**src/rtl/imem_loader_pkg.sv**
```systemverilog
// imem_loader_pkg: shared defaults and FSM state type for the instruction-memory loader
package imem_loader_pkg;
   localparam int DEPTH_WORDS_DEF = 64;
   localparam int ADDR_W_DEF = 6;
   localparam int SYNC_STAGES_DEF = 2;
   localparam int BYTES_PER_WORD = 4;
   typedef enum logic [1:0] {IDLE, COLLECT, WRITE, DONE} state_t;
endpackage

```
**src/rtl/imem_loader_pin_sync.sv**
```systemverilog
// pin_sync: multi-flop synchronizer for an asynchronous pin with rise/fall detect
module pin_sync #(
   parameter int STAGES = 2
) (
   input  logic clk,
   input  logic rst,
   input  logic pin,
   output logic lvl,
   output logic rise,
   output logic fall
);
   logic [STAGES-1:0] sync;
   logic prev;
   always_ff @(posedge clk or posedge rst)
      if (rst) begin
         sync <= '0;
         prev <= 1'b0;
      end else begin
         sync <= {sync[STAGES-2:0], pin};
         prev <= sync[STAGES-1];
      end
   assign lvl = sync[STAGES-1];
   assign rise = lvl & ~prev;
   assign fall = ~lvl & prev;
endmodule

```
**src/rtl/imem_loader.sv**
```systemverilog
// imem_loader: assembles strobed bytes into 32-bit words and writes them into instruction memory
module imem_loader
   import imem_loader_pkg::*;
#(
   parameter int DEPTH_WORDS = DEPTH_WORDS_DEF,
   parameter int ADDR_W = ADDR_W_DEF,
   parameter int SYNC_STAGES = SYNC_STAGES_DEF
) (
   input  logic              clk,
   input  logic              rst,
   input  logic              load_en,
   input  logic              byte_stb,
   input  logic [7:0]        byte_in,
   output logic              imem_we,
   output logic [ADDR_W-1:0] imem_addr,
   output logic [31:0]       imem_wdata,
   input  logic              imem_ready,
   output logic              cpu_hold,
   output logic              ack,
   output logic [ADDR_W:0]   word_count,
   output logic              full,
   output logic              err,
   output logic              done
);
   localparam int CW = $clog2(SYNC_STAGES + 1);
   localparam int BW = $clog2(BYTES_PER_WORD);
   state_t state, state_nxt;
   logic load_lvl, load_rise, load_fall, stb_rise, unused_stb_lvl, unused_stb_fall;
   logic [BW-1:0] byte_cnt;
   logic [CW-1:0] settle;
   logic armed, settled, start, accept, wr_ok, last_word, drop;
   pin_sync #(.STAGES(SYNC_STAGES)) u_load (.clk(clk), .rst(rst), .pin(load_en),
      .lvl(load_lvl), .rise(load_rise), .fall(load_fall));
   pin_sync #(.STAGES(SYNC_STAGES)) u_stb (.clk(clk), .rst(rst), .pin(byte_stb),
      .lvl(unused_stb_lvl), .rise(stb_rise), .fall(unused_stb_fall));
   assign settled = settle == CW'(SYNC_STAGES);
   assign start = state == IDLE && load_rise && armed;
   assign accept = state == COLLECT && stb_rise && load_lvl && !full;
   assign wr_ok = state == WRITE && imem_ready;
   assign last_word = imem_addr == ADDR_W'(DEPTH_WORDS - 1);
   // a strobe counts as dropped anywhere in a session, including IDLE while load_en stays high
   assign drop = stb_rise && !accept && (state != IDLE || load_lvl);
   always_ff @(posedge clk or posedge rst)
      if (rst) state <= IDLE;
      else state <= state_nxt;
   always_comb begin
      state_nxt = state;
      case (state)
         IDLE:    state_nxt = start ? COLLECT : IDLE;
         COLLECT: state_nxt = !load_lvl ? DONE :
                              (accept && byte_cnt == BW'(BYTES_PER_WORD - 1)) ? WRITE : COLLECT;
         WRITE:   state_nxt = !imem_ready ? WRITE : (last_word || !load_lvl) ? DONE : COLLECT;
         default: state_nxt = IDLE;
      endcase
   end
   always_comb begin
      imem_we = state == WRITE;
      cpu_hold = state != IDLE;
      done = state == DONE;
   end
   // a load_en already high when reset releases must fall before it can start a session
   always_ff @(posedge clk or posedge rst)
      if (rst) begin
         settle <= '0;
         armed <= 1'b0;
      end else begin
         settle <= settled ? settle : settle + 1'b1;
         armed <= armed | load_fall | (settled & ~load_lvl);
      end
   always_ff @(posedge clk or posedge rst)
      if (rst) begin
         byte_cnt <= '0;
         imem_addr <= '0;
         imem_wdata <= '0;
         word_count <= '0;
         full <= 1'b0;
         err <= 1'b0;
         ack <= 1'b0;
      end else begin
         if (start) begin
            imem_addr <= '0;
            byte_cnt <= '0;
            word_count <= '0;
            full <= 1'b0;
            err <= 1'b0;
         end else err <= err | drop;
         if (accept) begin
            imem_wdata[{byte_cnt, 3'b000} +: 8] <= byte_in;
            byte_cnt <= byte_cnt + 1'b1;
            ack <= ~ack;
         end
         if (wr_ok) begin
            word_count <= word_count + 1'b1;
            imem_addr <= imem_addr + 1'b1;
            byte_cnt <= '0;
            full <= full | last_word;
         end
      end
endmodule

```
**config.mk**
```make
export PLATFORM = sky130hd
export DESIGN_NAME = imem_loader
export DESIGN_NICKNAME = d
export VERILOG_FILES = /design/src/rtl/imem_loader_pkg.sv /design/src/rtl/imem_loader_pin_sync.sv /design/src/rtl/imem_loader.sv
export SDC_FILE = /design/constraint.sdc
export NUM_CORES = 1
export LEC_CHECK = 0
export ABC_AREA = 1
export ABC_CLOCK_PERIOD_IN_PS = 4400
export CAP_MARGIN = 20
export CORE_AREA = 4 4 79 81
export CTS_CLUSTER_SIZE = 40
export DETAILED_ROUTE_END_ITERATION = 10
export DIE_AREA = 0 0 83 85
export PLACE_DENSITY = 0.84
export SLEW_MARGIN = 20
export SYNTH_ARGS = -nofsm -noshare
export SYNTH_HDL_FRONTEND = slang
export SYNTH_SLANG_ARGS = --single-unit
```
**constraint.sdc**
```tcl
create_clock -name clk -period 4.4 [get_ports clk]
set_clock_uncertainty 0.15 [all_clocks]
set_input_delay 1.1 -clock clk [delete_from_list [all_inputs] [get_ports clk]]
set_output_delay 1.1 -clock clk [all_outputs]
set_load 0.02 [all_outputs]
```
Word-level counts from Yosys, hierarchy flattened
Index checks and enable logic that the tools add are counted.

word-level totals
  word-level logic and storage cells = 74
  memories kept = 0
  input port bits = 13
  bits in writable memories = 0
  bits in latches = 0
  output and inout bits = 51
  memory bits (read-only) = 0
  flip-flop bits (word level) = 61

cells by class
  divide/modulo/power cells = 0
  reductions and logical operators = 18
  multiply operators = 0
  mux-type cells = 17
  bitwise operators = 12
  order comparisons = 0
  $add $sub $neg = 5
  eq/ne operators = 6
  shifts and indexed selects = 2

operators with widths
  operator                                                                 count
  32-bit bitwise mux                                                       1
  8-bit by 7-bit variable shift with 32-bit output (first input constant)  1
  8-bit by 7-bit variable part select with 32-bit output                   1
  2-bit two-way mux                                                        7
  7-bit two-way mux                                                        2
  6-bit two-way mux                                                        2
  1-bit logical AND                                                        9
  2-bit equality test (second input constant)                              4
  7-bit by 1-bit adder with 7-bit output (second input constant)           1
  5-bit negator with 7-bit output                                          1
  6-bit by 1-bit adder with 6-bit output (second input constant)           1
  6-bit equality test (second input constant)                              1
  2-bit one-hot mux with 3 select lines                                    1
  2-bit by 1-bit adder with 2-bit output (second input constant)           2
  1-bit AND                                                                4
  1-bit two-way mux                                                        4
  1-bit NOT                                                                4
  1-bit OR                                                                 4
  2-bit nonzero test                                                       2
  1-bit zero test                                                          3
  3-bit nonzero test                                                       1
  2-bit by 1-bit equality test with 1-bit output (second input constant)   1
  2-bit zero test                                                          1
  1-bit logical OR                                                         2

Logic depth before layout (Yosys ltp)
Gate-level depths: netlist (run 1).

  word-level depth = 10
  gate-level depth with buffers = 8
  depth with buffers taken out = 7

Cells and area by module
Synthesis (run 1) repeated with hierarchy kept, for this count alone.

unflattened totals
  cell total of the unflattened synthesis = 322
  area, all modules = 2955.3 µm²

modules (own cells, without submodules)
  module       seq. area each (µm²)  area each (µm²)  cells an instance  times used
  imem_loader  1376.3                2767.7           306                1
  pin_sync     75.1                  93.8             8                  2

Worst setup path after synthesis (run 1)
No wires, ideal clock.

  path kind = reg2reg
  start = register byte_cnt[0]
  end = register imem_wdata[0]
  path buffers = 3
  stages on the path, launching flop included = 9
  required time = 4176 ps
  data arrival time = 2047 ps
  period minus slack after synthesis = 2271 ps
  setup time = 74 ps
  path slack = 2129 ps
  cells stage by stage = dfrtp_1 -> buf_2 -> buf_1 -> inv_1 -> ha_1 -> buf_2 -> nor3b_2 -> nand2_1 -> o21ai_2

between the ends
  word-level cells in the longest chain between the ends = 3
  elaborated cells on any way between the ends = 4
  classes of those cells = 1 x add/sub; 2 x shift; 1 x mux

ends and longest elaborated chain
  item                                                                                                                        line               text
  from (decl)                                                                                                                 imem_loader.sv:29  logic [BW-1:0] byte_cnt;
  from (signal assigned)                                                                                                      imem_loader.sv:89  byte_cnt <= byte_cnt + 1'b1;
  5-bit negator with 7-bit output (*)                                                                                         imem_loader.sv:88  imem_wdata[{byte_cnt, 3'b000} +: 8] <= byte_in;
  8-bit by 7-bit variable part select with 32-bit output or 8-bit by 7-bit variable shift with 32-bit output (tied branches)  imem_loader.sv:88
  32-bit bitwise mux (*)                                                                                                      imem_loader.sv:88
  to (signal, indexed assignment)                                                                                             imem_loader.sv:88
  to (decl)                                                                                                                   imem_loader.sv:16  output logic [31:0] imem_wdata,

Every way passes the cells marked *; elsewhere a longest branch is shown, timed or not.
A chain may end at the register's enable or synchronous reset.

Final worst setup path (run 1)
  start = register state[0]
  end = output imem_we

between the ends
  word-level cells in the longest chain between the ends = 1

ends and longest elaborated chain
  item                    line               text
  from (decl)             imem_loader.sv:27  state_t state, state_nxt;
  from (signal assigned)  imem_loader.sv:45  else state <= state_nxt;
  2-bit equality test     imem_loader.sv:57  imem_we = state == WRITE;
  to (decl)               imem_loader.sv:14  output logic imem_we,

Every way passes these cells.

==> summary.txt, run 1 <==
Run status
  • Status: finished clean

Yosys
  • Mapped Nets: approximately 340
  • EDFF count, synth: 0
  • Synthesized area per cell: about 9.3 sq um
  • Top FF cell, synth: dfrtp_1
  • Synthesized flop and latch total: 61
  • Mapped Area: roughly 0.003 sq mm
  • Ys async rst share: 1.00
  • Seq/Total Area, Yosys: 0.511
  • Cell variety after synth: 28
  • Post-synthesis cell count: around 320
  • Synth warnings: 0

Setup path
  • Crit-path cells: nor2_2 > clkdlybuf4s50_1
  • Kind of end point of the critical path: output pin
  • Slowest cell on the critical path: clkdlybuf4s50_1
  • Worst Path Buf+Inv: 1
  • Critical Path AT: 1.58 ns
  • Reg2reg path depth: 6
  • Critical path's largest stage delay: roughly 0.63 ns
  • Levels on crit path: 2
  • Critical Path Start Type: flop
  • CP Max Fanout: 5
  • Critical path's top delay family: buffers and inverters
  • CP required: 3.15 ns
  • Critical path class: flop to output pin

Place
  • Final Wtd Congestion: 0.782
  • Placed cell areas: around 0.0036 sq mm
  • # port buffers: 63
  • Placed cell count: about 450
  • Dpl hpwl: ~4500 um

Timing
  • Max Freq: 353 MHz
  • Fin. Hold Viols: 0
  • Fin. max-slew vios: 0
  • Hold slack: approximately 0.2 ns
  • Final setup vio count: 0
  • RSZ-0062 raised after global routing: false
  • Worst slew margin relative to its limit: 0.584
  • Worst Tran Pin Value: about 0.62 ns
  • Setup TNS: 0 ns
  • Final Cycle Share: 0.644
  • Tmin final: 2.83 ns

Floorplan
  • Die area: between 0.007 and 0.008 sq mm
  • Site row count: 27
  • Die width: 83 um
  • Starting density of the core: 0.546
  • Core area: between 0.005 and 0.006 sq mm
  • Boundary pin count: 64
  • Die H: around 85 um

Worst hold path
  • Worst Hold Depth: 0
  • Worst min path class: flop to flop

Detailed routing
  • Routed Antenna Nets: 0
  • Via count: 2293
  • First-pass DRT Iterations: 4
  • DRT iter0 DRCs: 178
  • WL per Instance: about 13 um
  • Metal-1 WL: ~2800 um
  • Met2 wire length: about 2900 um
  • DRC: 0
  • DRT Wirelength: roughly 6200 um
  • Met3 WL post-DR: roughly 240 um
  • DR top layer: met4
  • Vias/cell: ~5

Final layout
  • Area growth syn-to-layout: 27.4%
  • Most frequent cells in the layout: nand2_1 (95), clkdlybuf4s50_1 (63), dfrtp_1 (61)
  • Final non-filler cell total: ~460
  • Antenna diodes: 0
  • Most common cell after layout, fill and taps aside: nand2_1
  • # nets final: 407
  • Fraction of layout cells with a size suffix above 1: 0.179
  • Finished layout cell area: roughly 0.0038 sq mm

CTS
  • Number of CTS-inserted buffers: 9
  • Post-CTS sizing: 0
  • Longest Clk Path Bufs: 2
  • Worst skew pair latency: 0.34 ns
  • CTS tree: built
  • Clock Pin Slew Worst Setup and Hold Paths: roughly 0.07 ns
  • Post-CTS Setup Bufs: 0
  • Clk Tree Root Cell: clkbuf_8
  • H-Tree Depth: 3
  • Clk sinks: between 60 and 70
  • Cts hold-fix bufs: 0

Power
  • Leak: between 1.5 and 2 nW
  • PnR Total Power: approximately 0.0023 W
  • Max IR drop VDD: 0.327 mV
  • Pwr per Cell Area: approximately 600 mW/mm^2

Global routing
  • GRT overflow: 0
  • Initial antenna violation count: 0
  • First-pass GRT wire length: 10500 um
  • Largest net degree at the start of global routing: between 40 and 50
  • GRT Total Usage: 0.188
  • Vias in the first global route: around 2.2k

Flow run
  • Max cap viols: 0
[cell usage after synthesis (2+ instances only)]
cell / number / share of area
nor2_2: 2 / 0.0042
inv_2: 2 / 0.0025
xnor2_1: 2 / 0.0059
o21ai_2: 32 / 0.094
nor2_4: 2 / 0.0075
nand3_4: 4 / 0.023
nand3_1: 33 / 0.055
ha_1: 8 / 0.033
nor2_1: 18 / 0.023
buf_6: 6 / 0.023
nand2_1: 95 / 0.12
a21oi_1: 2 / 0.0033
buf_2: 3 / 0.0050
nand4_1: 2 / 0.0042
nand2_2: 4 / 0.0084
dfrtp_1: 61 / 0.51
or2_2: 2 / 0.0042
inv_1: 29 / 0.036
o21ai_0: 5 / 0.0084
[through the flow]
stage	worst slack (ns)	utilization
after floorplan	1.64	-
after global placement	1.90	0.663
after detailed placement	1.88	0.663
after CTS	1.55	0.696
after global routing	1.49	0.696
final	1.57	0.696
[worst paths after layout]
path	from	to	slack [ns]
hold reg to reg	u_stb.sync[0]	u_stb.sync[1]	0.20
hold / removal	u_stb.sync[0]	u_stb.sync[1]	0.20
min in group asynchronous	rst	settle[1]	0.93
setup reg to reg	byte_cnt[0]	imem_wdata[22]	1.90
max in group asynchronous	rst	word_count[2]	2.31
setup / recovery	state[0]	imem_we	1.57
[registers in the layout, indices dropped and copies added, names as in the netlist]
register,cells
ack,1
armed,1
byte_cnt,2
err,1
full,1
imem_addr,6
imem_wdata,32
settle,2
state,2
u_load.prev,1
u_load.sync,2
u_stb.prev,1
u_stb.sync,2
word_count,7
[per-layer routing]
metal	global-route usage	up-vias
met5	0	-
met4	0.110	0
met3	0.0369	11
met2	0.287	52
met1	0.250	1074
li1	-	1156
[layout make-up]
type	count	area, sq um
inverter	32	123
fill	434	1660
sequential	61	1530
tap	72	90.1
clock inverter	4	22.5
clock buffer	12	155
multi-input combinational	218	1250
timing repair buffer	64	638
[report_power, final]
| part | total (W) | switching (W) | internal (W) |
|---|---|---|---|
| Combinational | 0.000990 | 0.000578 | 0.000412 |
| Clock | 0.000447 | 0.000215 | 0.000232 |
| Sequential | 0.000831 | 0.000128 | 0.000703 |
| Total | 0.00227 | 0.000921 | 0.00135 |
[cells by family (layout without fill, tap and decap cells)]
group,after synthesis,after routing,synth area share
DFF,61,61,0.511
adders and majority gates,8,8,0.0335
xor gates and xnor gates,3,3,0.00879
buffers and inverters,42,112,0.0699
and+or+nand+nor,166,166,0.267
AOI/OAI and AO/OA,41,41,0.110
Note: power is estimated with default switching activity, not from simulation.
==> run 2: changes to the inputs <==
--- a/config.mk
+++ b/config.mk
@@ -6,13 +6,13 @@
 export NUM_CORES = 1
 export LEC_CHECK = 0
 export ABC_AREA = 1
-export ABC_CLOCK_PERIOD_IN_PS = 4400
+export ABC_CLOCK_PERIOD_IN_PS = 2900
 export CAP_MARGIN = 20
-export CORE_AREA = 4 4 79 81
+export CORE_AREA = 4 4 82 84
 export CTS_CLUSTER_SIZE = 40
 export DETAILED_ROUTE_END_ITERATION = 10
-export DIE_AREA = 0 0 83 85
-export PLACE_DENSITY = 0.84
+export DIE_AREA = 0 0 86 88
+export PLACE_DENSITY = 0.78
 export SLEW_MARGIN = 20
 export SYNTH_ARGS = -nofsm -noshare
 export SYNTH_HDL_FRONTEND = slang
==> constraint.sdc (replaced) <==
create_clock -name clk -period 2.9 [get_ports clk]
set_clock_uncertainty 0.15 [all_clocks]
set_input_delay 0.725 -clock clk [delete_from_list [all_inputs] [get_ports clk]]
set_output_delay 0.725 -clock clk [all_outputs]
set_load 0.02 [all_outputs]
==> run 2 against run 1 <==
Against the previous run: combinational power rose by 59%; setup slack got worse by 1.1 ns; non-clock buffer count is 2 higher; total power rose by 53%; wire length increased by 2.0%; sequential power up 48%; global-route usage decreased by 1.0 points; first-iteration DRC count decreased by 38%; critical path type unchanged; largest cell class unchanged; largest power group unchanged; highest routed layer unchanged.
==> summary.txt, run 2 (synthesis results as in run 1) <==
Place
  • # port buffers: between 60 and 70
  • Final Wtd Congestion: between 0.7 and 0.8
  • Dpl hpwl: ~4600 um
  • Placed cell count: 452
  • Placed cell areas: 0.00366 sq mm

Timing
  • Worst Tran Pin Value: between 0.6 and 0.7 ns
  • Final Cycle Share: 0.844
  • Fin. Hold Viols: 0
  • Worst slew margin relative to its limit: 0.544
  • RSZ-0062 raised after global routing: false
  • Tmin final: about 2.4 ns
  • Setup TNS: 0 ns
  • Max Freq: between 400 and 500 MHz
  • Final setup vio count: 0
  • Hold slack: around 0.20 ns
  • Fin. max-slew vios: 0

Setup path
  • CP required: between 2 and 2.5 ns
  • Critical path class: flop to output pin
  • CP Max Fanout: 5
  • Kind of end point of the critical path: output pin
  • R2R Setup Slk: roughly 0.8 ns
  • Critical R2R Launch: byte_cnt[1]
  • Critical Path AT: between 1.5 and 2 ns
  • Reg2reg end: imem_wdata[18]
  • Reg2reg path depth: 6
  • Critical Path Start Type: flop
  • Critical Path Source: state[0]

Worst hold path
  • Worst hold endpoint: u_stb.sync[1]
  • Worst hold start: u_stb.sync[0]
  • Worst min path class: flop to flop
  • Worst Hold Depth: 0

Power
  • Leak: approximately 1.8 nW
  • PnR Total Power: about 0.0035 W
  • Max IR drop VDD: between 0.4 and 0.5 mV
  • Pwr per Cell Area: 904 mW/mm^2

Detailed routing
  • Met2 wire length: ~3000 um
  • First-pass DRT Iterations: 4
  • DR top layer: met4
  • Metal-1 WL: approximately 3000 um
  • Vias/cell: about 4.9
  • Met3 WL post-DR: approximately 200 um
  • DRT Wirelength: about 6300 um
  • DRT iter0 DRCs: approximately 110
  • Routed Antenna Nets: 0
  • WL per Instance: roughly 13 um
  • DRC: 0
  • Via count: around 2.3k

Floorplan
  • Die area: between 0.007 and 0.008 sq mm
  • Die H: a little under 90 um
  • Starting density of the core: 0.505
  • Die width: roughly 86 um
  • Site row count: 28
  • Core area: between 0.005 and 0.006 sq mm
  • Boundary pin count: 64

Global routing
  • Largest net degree at the start of global routing: 33
  • First-pass GRT wire length: 10500 um
  • GRT Total Usage: 0.178
  • Vias in the first global route: 2225
  • Initial antenna violation count: 0
  • GRT overflow: 0

CTS
  • Post-CTS sizing: 0
  • Number of CTS-inserted buffers: 9
  • Post-CTS Setup Bufs: 0
  • CTS tree: built
  • Clk Tree Root Cell: clkbuf_8
  • Worst skew pair latency: between 0.3 and 0.4 ns
  • Longest Clk Path Bufs: 2
  • Clk sinks: between 60 and 70
  • H-Tree Depth: 3
  • Clock Pin Slew Worst Setup and Hold Paths: around 0.060 ns
  • Cts hold-fix bufs: 0

Final layout
  • Biggest register: imem_wdata
  • Area growth syn-to-layout: 28.5%
  • Most frequent cells in the layout: nand2_1 (95), clkdlybuf4s50_1 (63), dfrtp_1 (61)
  • Largest regs: imem_wdata (32), word_count (7), imem_addr (6)
  • Antenna diodes: 0
  • Finished layout cell area: 0.00384 sq mm
  • Max reg flops: 32
  • Most common cell after layout, fill and taps aside: nand2_1
  • Final non-filler cell total: roughly 470
  • # nets final: between 400 and 500
  • Fraction of layout cells with a size suffix above 1: 0.183

Flow run
  • Max cap viols: 0

Run status
  • Status: finished clean
[run 2: cell types whose count changed in the layout (fill, tap and decap cells not counted), sizes merged]
cell  delta
buf      +2
[run 2: stage by stage]
step	util	worst slack, ns
CTS	0.649	0.427
floorplan	-	0.512
global route	0.649	0.388
global placement	0.619	0.817
finish	0.649	0.454
detailed placement	0.619	0.800
[run 2: critical path, stage by stage (launching register included)]
cell and delay (ns):
dfrtp_1 0.44, nor2_2 0.18, clkdlybuf4s50_1 0.63
[run 2: layer usage]
layer | up-vias | GRT usage
met5 | - | 0
met4 | 0 | 0.0964
li1 | 1155 | -
met1 | 1090 | 0.239
met3 | 10 | 0.0301
met2 | 44 | 0.276
[run 2: worst max path at each step]
| stage | end | slack [ns] | cells past startpoint |
|---|---|---|---|
| after floorplan | ack | 0.51 | 1 |
| after global placement | imem_we | 0.82 | 2 |
| after detailed placement | imem_we | 0.80 | 2 |
| after CTS | imem_we | 0.43 | 2 |
| after global routing | imem_we | 0.39 | 2 |
| final | imem_we | 0.45 | 2 |
[run 2: cell type report]
class	instances	area, sq um
fill	480	2080
sequential	61	1530
multi-input combinational	218	1250
timing repair buffer	66	666
clock buffer	12	155
inverter	32	123
tap	75	93.8
clock inverter	4	22.5
[run 2: power by group]
group          internal [W]  leakage (nW)  switching (W)  total (W)
clock              0.000352        0.0921       0.000322   0.000674
combinational      0.000638         0.998       0.000933    0.00157
sequential          0.00107         0.693       0.000158    0.00123
total               0.00206          1.78        0.00141    0.00347
==> run 3: changes to the inputs <==
--- a/config.mk
+++ b/config.mk
@@ -6,13 +6,13 @@
 export NUM_CORES = 1
 export LEC_CHECK = 0
 export ABC_AREA = 1
-export ABC_CLOCK_PERIOD_IN_PS = 2900
+export ABC_CLOCK_PERIOD_IN_PS = 2160
 export CAP_MARGIN = 20
-export CORE_AREA = 4 4 82 84
+export CORE_AREA = 4 4 86 88
 export CTS_CLUSTER_SIZE = 40
 export DETAILED_ROUTE_END_ITERATION = 10
-export DIE_AREA = 0 0 86 88
-export PLACE_DENSITY = 0.78
+export DIE_AREA = 0 0 90 92
+export PLACE_DENSITY = 0.75
 export SLEW_MARGIN = 20
 export SYNTH_ARGS = -nofsm -noshare
 export SYNTH_HDL_FRONTEND = slang
==> constraint.sdc (replaced) <==
create_clock -name clk -period 2.16 [get_ports clk]
set_clock_uncertainty 0.15 [all_clocks]
set_input_delay 0.54 -clock clk [delete_from_list [all_inputs] [get_ports clk]]
set_output_delay 0.54 -clock clk [all_outputs]
set_load 0.02 [all_outputs]
==> run 3 against run 2 <==
Against the previous run: non-clock buffer count did not move; wire length hardly changed; sequential share of layout area barely moved; critical path type unchanged; sequential power up 33%; register-to-register slack got worse by 0.53 ns; core utilization decreased by 7.0 points.
==> summary.txt, run 3 (synthesis results as in run 1) <==
Run status
  • Status: finished clean

CTS
  • Cts hold-fix bufs: 0
  • Longest Clk Path Bufs: 2
  • Number of CTS-inserted buffers: 9
  • Worst skew pair latency: around 0.33 ns
  • Clk Tree Root Cell: clkbuf_8
  • H-Tree Depth: 3
  • CTS tree: built
  • Clock Pin Slew Worst Setup and Hold Paths: roughly 0.060 ns
  • Clk sinks: between 60 and 70

Setup path
  • Levels on crit path: 1
  • Critical Path Start Type: flop
  • Critical Path Source: word_count[2]
  • Worst Path Buf+Inv: 1
  • Critical R2R Launch: byte_cnt[1]
  • Critical Path AT: about 1.4 ns
  • Critical path's top delay family: buffers and inverters
  • Kind of end point of the critical path: output pin
  • Critical path's largest stage delay: 0.64 ns
  • CP Max Fanout: 6
  • Slowest cell on the critical path: clkdlybuf4s50_1
  • Reg2reg path depth: 6
  • CP required: around 1.5 ns
  • Crit-path cells: clkdlybuf4s50_1
  • Critical path class: flop to output pin

Power
  • Pwr per Cell Area: between 1000 and 1500 mW/mm^2
  • Leak: approximately 1.8 nW
  • PnR Total Power: ~0.0046 W
  • Max IR drop VDD: between 0.5 and 0.6 mV

Final layout
  • Most common cell after layout, fill and taps aside: nand2_1
  • # nets final: about 410
  • Antenna diodes: 0
  • Final non-filler cell total: about 470
  • Largest regs: imem_wdata (32), word_count (7), imem_addr (6)
  • Finished layout cell area: between 0.003 and 0.004 sq mm
  • Biggest register: imem_wdata
  • Area growth syn-to-layout: 28.6%
  • Fraction of layout cells with a size suffix above 1: 0.184
  • Core Util, Final: 0.579
  • Max reg flops: 32
  • Most frequent cells in the layout: nand2_1 (95), dfrtp_1 (61), clkdlybuf4s50_1 (60)

Timing
  • Fin. Hold Viols: 0
  • Worst Tran Pin Value: about 0.46 ns
  • Worst slew margin relative to its limit: 0.689
  • Setup TNS: 0 ns
  • Final Cycle Share: 0.969
  • Tmin final: around 2.1 ns
  • RSZ-0062 raised after global routing: false
  • Final setup vio count: 0
  • Fin. max-slew vios: 0
  • Max Freq: between 400 and 500 MHz

Flow run
  • Max cap viols: 0

Detailed routing
  • Via count: around 2.3k
  • DRT iter0 DRCs: 110
  • DRC: 0
  • DRT Wirelength: approximately 6300 um
  • First-pass DRT Iterations: 4
  • Routed Antenna Nets: 0
  • WL per Instance: around 13 um
  • Vias/cell: a little under 5

Global routing
  • First-pass GRT wire length: 10600 um
  • GRT Total Usage: 0.162
  • Initial antenna violation count: 0
  • Vias in the first global route: 2282
  • Largest net degree at the start of global routing: 62
  • GRT overflow: 0

Worst hold path
  • Worst min path class: flop to flop
  • Worst hold start: u_load.sync[0]
  • Worst Hold Depth: 0

Floorplan
  • Core area: about 0.0066 sq mm
  • Boundary pin count: between 60 and 70
  • Die area: ~0.0083 sq mm
  • Starting density of the core: 0.450
  • Site row count: 30
  • Die width: roughly 90 um
  • Die H: between 90 and 100 um

Place
  • # port buffers: 63
  • Placed cell areas: approximately 0.0037 sq mm
  • Placed cell count: approximately 460
  • Final Wtd Congestion: 0.793
  • Dpl hpwl: ~4500 um
-- run 3: cell types whose count changed in the layout (fill, tap and decap cells not counted) --
| cell | previous run | this run |
|---|---|---|
| clkinv_4 | 0 | 1 |
| clkbuf_1 | 1 | 0 |
| clkdlybuf4s50_1 | 63 | 60 |
| dlygate4sd2_1 | 0 | 3 |
| inv_2 | 3 | 2 |
-- run 3: worst paths after layout --
| check | slack, ns | to |
|---|---|---|
| min in group asynchronous | 0.49 | imem_wdata[5] |
| worst max-delay path | 0.07 | word_count[2] |
| worst max register to register | 0.26 | imem_wdata[16] |
| worst min-delay path | 0.20 | u_load.sync[1] |
| max in group asynchronous | 1.10 | imem_addr[3] |
| worst min register to register | 0.20 | u_load.sync[1] |
-- run 3: per-layer routing --
layer | track usage | share of wire | wire length, um
met1 | 0.206 | 0.44 | 2780
met2 | 0.263 | 0.48 | 3010
met4 | 0.0702 | 0.015 | 94
met3 | 0.0418 | 0.066 | 413
met5 | 0 | 0 | 0
-- run 3: layout make-up --
type	instances	area, sq um
Fill cell	560	2800
Sequential cell	61	1530
Multi-Input combinational cell	218	1250
Timing Repair Buffer	66	662
Clock buffer	11	151
Inverter	32	126
Tap cell	80	100
Clock inverter	4	23.8
-- run 3: stage by stage --
stage | hold WS, ns | setup WS [ns]
after floorplan | 0.181 | 0.0266
after global placement | 0.185 | 0.260
after detailed placement | 0.186 | 0.243
after CTS | 0.201 | 0.0551
after global routing | 0.214 | 0.0164
final | 0.202 | 0.0664
-- run 3: timing repair --
action                     4_1_cts  5_1_grt
setup endpoints to repair        3        0
setup buffers                    0        0
hold endpoints to repair         0        0
resized for setup                3        0
-- run 3: where the power goes --
part	leakage [nW]	internal (W)	total, W	switching, W
registers	0.693	0.00143	0.00164	0.000206
logic	1.00	0.000854	0.00209	0.00124
clock network	0.0949	0.000468	0.000906	0.000437
total	1.79	0.00275	0.00464	0.00188
